## src/rtl/vga_timing.sv

```systemverilog
// vga_timing: raster timing generator (hCount/vCount, bright, active-low
// syncs, pixel enable and frame-start pulse) driven from the system clock.
module vga_timing #(
  parameter int CLK_DIV   = 2,
  parameter int H_VISIBLE = 640,
  parameter int H_FRONT   = 16,
  parameter int H_SYNC    = 96,
  parameter int H_BACK    = 48,
  parameter int V_VISIBLE = 480,
  parameter int V_FRONT   = 10,
  parameter int V_SYNC    = 2,
  parameter int V_BACK    = 33
) (
  input  logic        clk,
  input  logic        rst_n,
  output logic        pix_en,
  output logic [15:0] hCount,
  output logic [15:0] vCount,
  output logic        bright,
  output logic        hsync,
  output logic        vsync,
  output logic        frame_start
);

  localparam int H_TOTAL = H_VISIBLE + H_FRONT + H_SYNC + H_BACK;
  localparam int V_TOTAL = V_VISIBLE + V_FRONT + V_SYNC + V_BACK;

  localparam logic [3:0]  DIV_LAST = 4'(CLK_DIV - 1);
  localparam logic [15:0] H_LAST   = 16'(H_TOTAL - 1);
  localparam logic [15:0] V_LAST   = 16'(V_TOTAL - 1);
  localparam logic [15:0] H_VIS    = 16'(H_VISIBLE);
  localparam logic [15:0] V_VIS    = 16'(V_VISIBLE);
  localparam logic [15:0] HS_BEG   = 16'(H_VISIBLE + H_FRONT);
  localparam logic [15:0] HS_END   = 16'(H_VISIBLE + H_FRONT + H_SYNC);
  localparam logic [15:0] VS_BEG   = 16'(V_VISIBLE + V_FRONT);
  localparam logic [15:0] VS_END   = 16'(V_VISIBLE + V_FRONT + V_SYNC);

  logic [3:0]  div_cnt;
  logic        tick;
  logic        h_wrap, v_wrap;
  logic [15:0] h_nxt, v_nxt;
  logic        br_nxt, hs_nxt, vs_nxt;

  // Next raster position and its flag decode; flags are registered from this
  // so they change on the very edge the counters do.
  always_comb begin
    tick   = (div_cnt == DIV_LAST);
    h_wrap = (hCount == H_LAST);
    v_wrap = (vCount == V_LAST);
    h_nxt  = h_wrap ? 16'd0 : hCount + 16'd1;
    v_nxt  = vCount;
    if (h_wrap)
      v_nxt = v_wrap ? 16'd0 : vCount + 16'd1;
    br_nxt = (h_nxt < H_VIS) && (v_nxt < V_VIS);
    hs_nxt = !((h_nxt >= HS_BEG) && (h_nxt < HS_END));
    vs_nxt = !((v_nxt >= VS_BEG) && (v_nxt < VS_END));
  end

  // Clock divider: pix_en rises on the edge after div_cnt reaches its last value.
  always_ff @(posedge clk or negedge rst_n) begin
    if (!rst_n) begin
      div_cnt <= '0;
      pix_en  <= 1'b0;
    end else begin
      div_cnt <= tick ? 4'd0 : div_cnt + 4'd1;
      pix_en  <= tick;
    end
  end

  // Raster counters and flags advance together once per pixel; frame_start
  // marks only a true wrap, never the reset-loaded origin.
  always_ff @(posedge clk or negedge rst_n) begin
    if (!rst_n) begin
      hCount      <= '0;
      vCount      <= '0;
      bright      <= 1'b1;
      hsync       <= 1'b1;
      vsync       <= 1'b1;
      frame_start <= 1'b0;
    end else begin
      frame_start <= tick && h_wrap && v_wrap;
      if (tick) begin
        hCount <= h_nxt;
        vCount <= v_nxt;
        bright <= br_nxt;
        hsync  <= hs_nxt;
        vsync  <= vs_nxt;
      end
    end
  end

endmodule

```

## config.mk

```make
export PLATFORM = sky130hd
export DESIGN_NAME = vga_timing
export DESIGN_NICKNAME = d
export VERILOG_FILES = /design/src/rtl/vga_timing.sv
export SDC_FILE = /design/constraint.sdc
export NUM_CORES = 1
export LEC_CHECK = 0
export CAP_MARGIN = 0
export CORE_MARGIN = 2
export CORE_UTILIZATION = 59
export DETAILED_ROUTE_END_ITERATION = 10
export GPL_ROUTABILITY_DRIVEN = 0
export PLACE_DENSITY = 0.85
export SYNTH_ARGS = -nofsm -noshare
export SYNTH_HDL_FRONTEND = slang
export SYNTH_SLANG_ARGS = --single-unit
```

## constraint.sdc

```tcl
create_clock -name clk -period 5.89 [get_ports clk]
set_input_delay 1.178 -clock clk [delete_from_list [all_inputs] [get_ports clk]]
set_output_delay 1.178 -clock clk [all_outputs]
set_load 0.01 [all_outputs]
```

==> results of run 1 <==
==> worst paths after layout <==
| path | to | slack, ns | from |
|---|---|---|---|
| worst max-delay path | bright$_DFFE_PN1P_ | 2.92 | hCount[0]$_DFFE_PN0P_ |
| worst min-delay path | bright$_DFFE_PN1P_ | 0.50 | bright$_DFFE_PN1P_ |
| worst max register to register | bright$_DFFE_PN1P_ | 2.92 | hCount[0]$_DFFE_PN0P_ |
| worst min register to register | bright$_DFFE_PN1P_ | 0.50 | bright$_DFFE_PN1P_ |
| max in group asynchronous | hCount[0]$_DFFE_PN0P_ | 4.32 | rst_n |
| min in group asynchronous | vCount[5]$_DFFE_PN0P_ | 1.01 | rst_n |
==> cell families after synthesis <==
family | share of synthesized area, %
mux | 1.09
xor+xnor | 5.73
flops | 37.4
compound gates | 15.6
buf+inv | 4.96
fa+ha+maj | 1.37
simple gates | 33.8
==> through the flow <==
| stage | instances | total power (W) | cell area, um2 | setup WS (ns) | hold slack [ns] |
|---|---|---|---|---|---|
| global route | 399 | 0.000525 | 3190 | 2.71 | 0.522 |
| floorplan | 322 | 0.000287 | 2750 | 3.25 | 0.454 |
| detailed placement | 391 | 0.000293 | 3080 | 2.96 | 0.485 |
| global placement | 391 | 0.000293 | 3080 | 3.09 | 0.474 |
| finish | 399 | 0.000509 | 3190 | 2.92 | 0.500 |
| CTS | 399 | 0.000512 | 3190 | 2.96 | 0.499 |
==> cell usage after synthesis (4+ instances only) <==
library cell  instances
or3_1                 5
nand2_1              42
nand3_1              20
dfrtp_1              38
clkbuf_1             10
xnor2_1              14
a21oi_1               9
o21ai_0              23
nor3_1                6
xor2_1                4
nand4_1              15
nand2b_1              5
nor2_1               26
inv_1                 7
buf_2                 6
o31ai_1               9
==> worst max-delay path: stages (launching register included) <==
cell and delay [ns]:
dfrtp_1 0.44, ha_1 0.21, and4_1 0.42, nand4_2 0.26, or4_1 0.59, mux2i_1 0.18, a31oi_1 0.11, a211o_1 0.33
o41ai_2 0.34
==> power breakdown <==
group | switching [W] | internal, W
combinational | 0.00000521 | 0.000000240
clock | 0.0000961 | 0.000126
sequential | 0 | 0.000281
total | 0.000101 | 0.000407
==> sequential cells by signal, indices dropped and copies added, names as in the netlist <==
register and flops:
hCount 16, vCount 16, div_cnt 4, bright 1
frame_start 1, hsync 1, pix_en 1, vsync 1
==> area by class of cell <==
class | instances | area [um2]
sequential | 41 | 1030
tap | 52 | 65.1
fill | 370 | 1230
inverter | 7 | 26.3
multi-input combinational | 253 | 1580
clock inverter | 2 | 35.0
timing repair buffer | 38 | 375
clock buffer | 6 | 72.6
==> per-layer routing <==
metal	part of all wire [%]	global-route usage (%)	wire (um)
met5	0	0	0
met4	2.0	11.1	133
met3	7.3	4.86	483
met2	47	44.0	3120
met1	43	37.6	2840
==> results.py, run 1 <==
metrics = {
    "synth": {
        "ys.flop_type": "dfrtp_1",
        "synthArstFlopShare_pct": 100,
        "ys_types": 61,
        "synth_cells": 322,
        "synthesis.nets": 327,
        "synth.top_cells.by_area": "dfrtp_1 35%, nand2_1 5.7%, xnor2_1 4.5%",
        "synth.top_cell.area_share_pct": 34.6,
        "synth-seq-cells": 41,
        "yosys_warnings": 0,
        "synth_edf_count": 0,
        "netlist_area_mm2": 0.00275,
        "postSynthAreaPerCell_um2": 8.54,
        "yosysTopAreaCell": "dfrtp_1",
        "ys_seq_area_share_pct": 37.4,
    },
    "global_route": {
        "grt_pass1_vias": 2399,
        "grt_pass1_wl_um": 11300,
        "grt_overflow": 0,
        "antenna_found_initial": 0,
        "grt_max_degree": 42,
        "grt_usage_pct": 27.7,
    },
    "route": {
        "ant_nets": 0,
        "dr.first_iter.drc_count": 295,
        "vias": 2588,
        "avgRoutedWirePerCell_um": 16.5,
        "firstDrtPassIters": 5,
        "via_per_inst": 6.49,
        "drc": 0,
        "drt-total-wl_um": 6580,
    },
    "setup_path": {
        "critPathKind": "flip-flop to flip-flop",
        "cp_max_fo": 10,
        "critPathLaunchType": "flip-flop",
        "crit_required_ns": 6.09,
        "worstPathArrival_ns": 3.18,
        "worstSetupEndpointType": "flip-flop",
        "r2r_cells": 8,
    },
    "sta": {
        "timing.final.crit_share_pct": 50.5,
        "max_freq_mhz": 336,
        "setup_violations": 0,
        "tns_ns": 0,
        "drv_slew": 0,
        "skew_ns": 0.00798,
        "period_needed_ns": 2.97,
        "rsz0062_at_grt": "false",
        "hold_viol_final": 0,
        "slew_headroom_pct": 39.8,
        "tightest_slew_ns": 0.904,
    },
    "hold_path": {
        "hold_depth": 2,
        "holdCritPathClass": "flip-flop to flip-flop",
    },
    "cts": {
        "cts.repair.resized": 0,
        "cts_tree": "built",
        "clkTransAtPathRegs_ns": 0.07,
        "insertion_delay_ns": 0.30,
        "post_cts_buffers": 0,
        "root_buffer": "clkbuf_8",
        "ctsHtreeMaxLevel": 2,
        "cts.sinks": 41,
        "cts_made_buffers": 5,
        "postCtsHoldBufs": 0,
        "cts.path.max_buffers": 2,
    },
    "pwr": {
        "peakVddDrop_uv": 108,
        "power.density_mw_per_mm2": 160,
        "cellLeakagePower_nw": 1.23,
    },
    "layout": {
        "drive_above_1_share_pct": 8.36,
        "fin_util_pct": 72.2,
        "fin_nets": 351,
        "final_common_cell": "nand2_1",
        "n_antenna_cell": 0,
        "layout_common_cells": "42 x nand2_1, 38 x dfrtp_1, 37 x clkdlybuf4s50_1, 26 x nor2_1, 23 x o21ai_0",
        "area_delta_synth_final_pct": 15.9,
    },
    "placed_design": {
        "place_hpwl_um": 4650,
        "port_buffers": 38,
    },
    "floorplan": {
        "pin_count": 39,
        "start_util_pct": 62.3,
        "rows": 24,
        "core_mm2": 0.00441,
        "die_w_um": 72.3,
        "die_area_mm2": 0.00522,
        "fp.dieH_um": 72.3,
    },
    "outcome": {
        "status": "finished, final reports clean",
    },
    "run": {
        "drv_cap": 0,
    },
}
No activity file was read; power rests on OpenSTA's default activity.
==> run 2: changes to the inputs <==
--- a/config.mk
+++ b/config.mk
@@ -7,10 +7,10 @@
 export LEC_CHECK = 0
 export CAP_MARGIN = 0
 export CORE_MARGIN = 2
-export CORE_UTILIZATION = 59
+export CORE_UTILIZATION = 50
 export DETAILED_ROUTE_END_ITERATION = 10
 export GPL_ROUTABILITY_DRIVEN = 0
-export PLACE_DENSITY = 0.85
+export PLACE_DENSITY = 0.77
 export SYNTH_ARGS = -nofsm -noshare
 export SYNTH_HDL_FRONTEND = slang
 export SYNTH_SLANG_ARGS = --single-unit
==> constraint.sdc (replaced) <==
create_clock -name clk -period 2.45 [get_ports clk]
set_input_delay 0.49 -clock clk [delete_from_list [all_inputs] [get_ports clk]]
set_output_delay 0.49 -clock clk [all_outputs]
set_load 0.01 [all_outputs]
==> run 2 against run 1 <==
Sequential cell count unchanged. The flow now finishes with violations (setup timing). Largest power group unchanged. Clock skew fell by 0.0019 ns. Routed wire length is 22% higher. Critical path type unchanged. Combinational power up 150%. Register-to-register slack got worse by 3.0 ns. Highest routed layer unchanged. Die area up 17%. Utilization decreased by 2.1 points. Critical path depth fell by 1.
==> results.py, run 2 (synthesis gave the netlist of run 1 again) <==
metrics = {
    "cts": {
        "insertion_delay_ns": 0.30,
        "ctsHtreeMaxLevel": 2,
        "cts.sinks": 41,
        "root_buffer": "clkbuf_8",
        "cts_tree": "built",
        "postCtsHoldBufs": 0,
        "clkTransAtPathRegs_ns": 0.08,
        "cts_made_buffers": 5,
        "cts.path.max_buffers": 2,
    },
    "global_route": {
        "grt_pass1_vias": 2774,
        "antenna_found_initial": 0,
        "grt_usage_pct": 27.7,
        "grt_pass1_wl_um": 13300,
        "grt_max_degree": 42,
        "grt_overflow": 0,
    },
    "placed_design": {
        "port_buffers": 38,
        "dpl_cell_area_mm2": 0.00363,
        "place_hpwl_um": 6080,
        "pre_cts_ws_ns": -0.122,
    },
    "route": {
        "drc": 0,
        "avgRoutedWirePerCell_um": 16.5,
        "ant_nets": 0,
        "via_per_inst": 5.94,
        "vias": 2904,
        "dr.first_iter.drc_count": 356,
        "drt-total-wl_um": 8050,
        "firstDrtPassIters": 5,
    },
    "sta": {
        "tightest_slew_ns": 0.927,
        "max_freq_mhz": 398,
        "timing.final.crit_share_pct": 103,
        "hold_viol_final": 0,
        "skew_ns": 0.00610,
        "slew_headroom_pct": 38.2,
        "holdWs_ns": 0.323,
        "rsz0062_at_grt": "true",
        "setup_violations": 2,
        "drv_slew": 0,
        "period_needed_ns": 2.51,
        "fin_ws_ns": -0.0649,
    },
    "floorplan": {
        "pin_count": 39,
        "die_w_um": 78.2,
        "core_mm2": 0.00541,
        "start_util_pct": 50.9,
        "rows": 27,
        "die_area_mm2": 0.00611,
        "fp.dieH_um": 78.2,
    },
    "outcome": {
        "status": "finished with violations",
        "violations": "setup timing",
    },
    "layout": {
        "area_delta_synth_final_pct": 37.9,
        "n_antenna_cell": 0,
        "multi_input_area_mm2": 0.00164,
        "reg_top3": "hCount: 16 flops, vCount: 16 flops, div_cnt: 4 flops",
        "fill_cells": 429,
        "regArea_mm2": 0.00103,
        "drive_above_1_share_pct": 26.4,
        "fin_area_mm2": 0.00379,
        "final_common_cell": "buf_4",
        "fin_nets": 421,
        "layout_common_cells": "70 x buf_4, 42 x nand2_1, 37 x clkdlybuf4s50_1, 36 x dfrtp_1, 26 x nor2_1",
    },
    "setup_path": {
        "regToRegSetupSlack_ns": -0.06,
        "rr_endpoint": "vsync$_DFFE_PN1P_",
        "worstSetupEndpointType": "flip-flop",
        "critPathLaunchType": "flip-flop",
        "critPathKind": "flip-flop to flip-flop",
        "r2r_start": "vCount[8]$_DFFE_PN0P_",
        "worstPathArrival_ns": 2.75,
        "cp_max_fo": 6,
        "r2r_cells": 7,
        "crit_required_ns": 2.68,
    },
    "pwr": {
        "peakVddDrop_uv": 224,
        "netSwitchingFraction_pct": 21.0,
        "cellLeakagePower_nw": 1.62,
        "p_comb_share_pct": 1.1,
        "power.density_mw_per_mm2": 311,
        "p_sw_w": 0.000248,
        "power.internal_w": 0.000932,
        "pwr-share-seq_pct": 57.3,
        "clkPwrFrac_pct": 41.5,
    },
    "hold_path": {
        "holdCritPathClass": "input port to async pin",
    },
    "run": {
        "drv_cap": 0,
    },
}
-- run 2: cell type report --
class	instances	share of cell area, %
repair buffers	108	23.8
well taps	72	2.38
inverters	7	0.693
clock inverters	1	0.132
multi-input cells	253	43.3
clock buffers	7	2.54
flip-flops and latches	41	27.2
-- run 2: how the worst max path moves through the flow --
stage | endpoint | slack [ns] | from
global placement | vsync$_DFFE_PN1P_ | -0.04 | hCount[1]$_DFFE_PN0P_
CTS | vsync$_DFFE_PN1P_ | 0.002 | vCount[14]$_DFFE_PN0P_
global route | vsync$_DFFE_PN1P_ | -0.10 | vCount[1]$_DFFE_PN0P_
detailed placement | bright$_DFFE_PN1P_ | -0.12 | hCount[1]$_DFFE_PN0P_
floorplan | vsync$_DFFE_PN1P_ | -0.16 | hCount[1]$_DFFE_PN0P_
finish | vsync$_DFFE_PN1P_ | -0.06 | vCount[8]$_DFFE_PN0P_
-- run 2: layer usage --
metal	routed length, um	GRT usage, %
met2	3980	47.2
met4	203	9.65
met5	0	0
met1	3380	36.0
met3	489	3.79
-- run 2: worst max-delay path, cell delays in order (launching register included) --
cell,delay (ns)
dfrtp_1,0.49
nor4_2,0.32
nand4_1,0.27
nor3_4,0.30
nor2b_4,0.06
a2111o_1,0.39
a211o_1,0.31
o32a_1,0.30
-- run 2: per-stage QoR --
| step | cells | utilization, % | TNS (ns) | total power, W |
|---|---|---|---|---|
| global route | 489 | 70.1 | -0.163 | 0.00123 |
| finish | 489 | 70.1 | -0.0670 | 0.00118 |
| global placement | 480 | 67.2 | -0.0737 | 0.000704 |
| CTS | 489 | 69.7 | 0 | 0.00119 |
| detailed placement | 480 | 67.2 | -0.228 | 0.000704 |
| floorplan | 322 | - | -0.323 | 0.000690 |
-- run 2: what timing repair did --
action / 4_1_cts / 5_1_grt
setup endpoints to repair: 2 / 2
pin swaps: 6 / 2
resized for setup: 7 / 4
cloned: 0 / 0
buffers inserted: 1 / 0
-- run 2: power by group through the flow --
stage	Combinational, W	Sequential, W	Clock [W]
floorplan	0.000000000570	0.000690	0
global placement	0.0000142	0.000690	0
detailed placement	0.0000146	0.000690	0
CTS	0.0000146	0.000676	0.000499
global route	0.0000169	0.000676	0.000539
finish	0.0000135	0.000676	0.000490
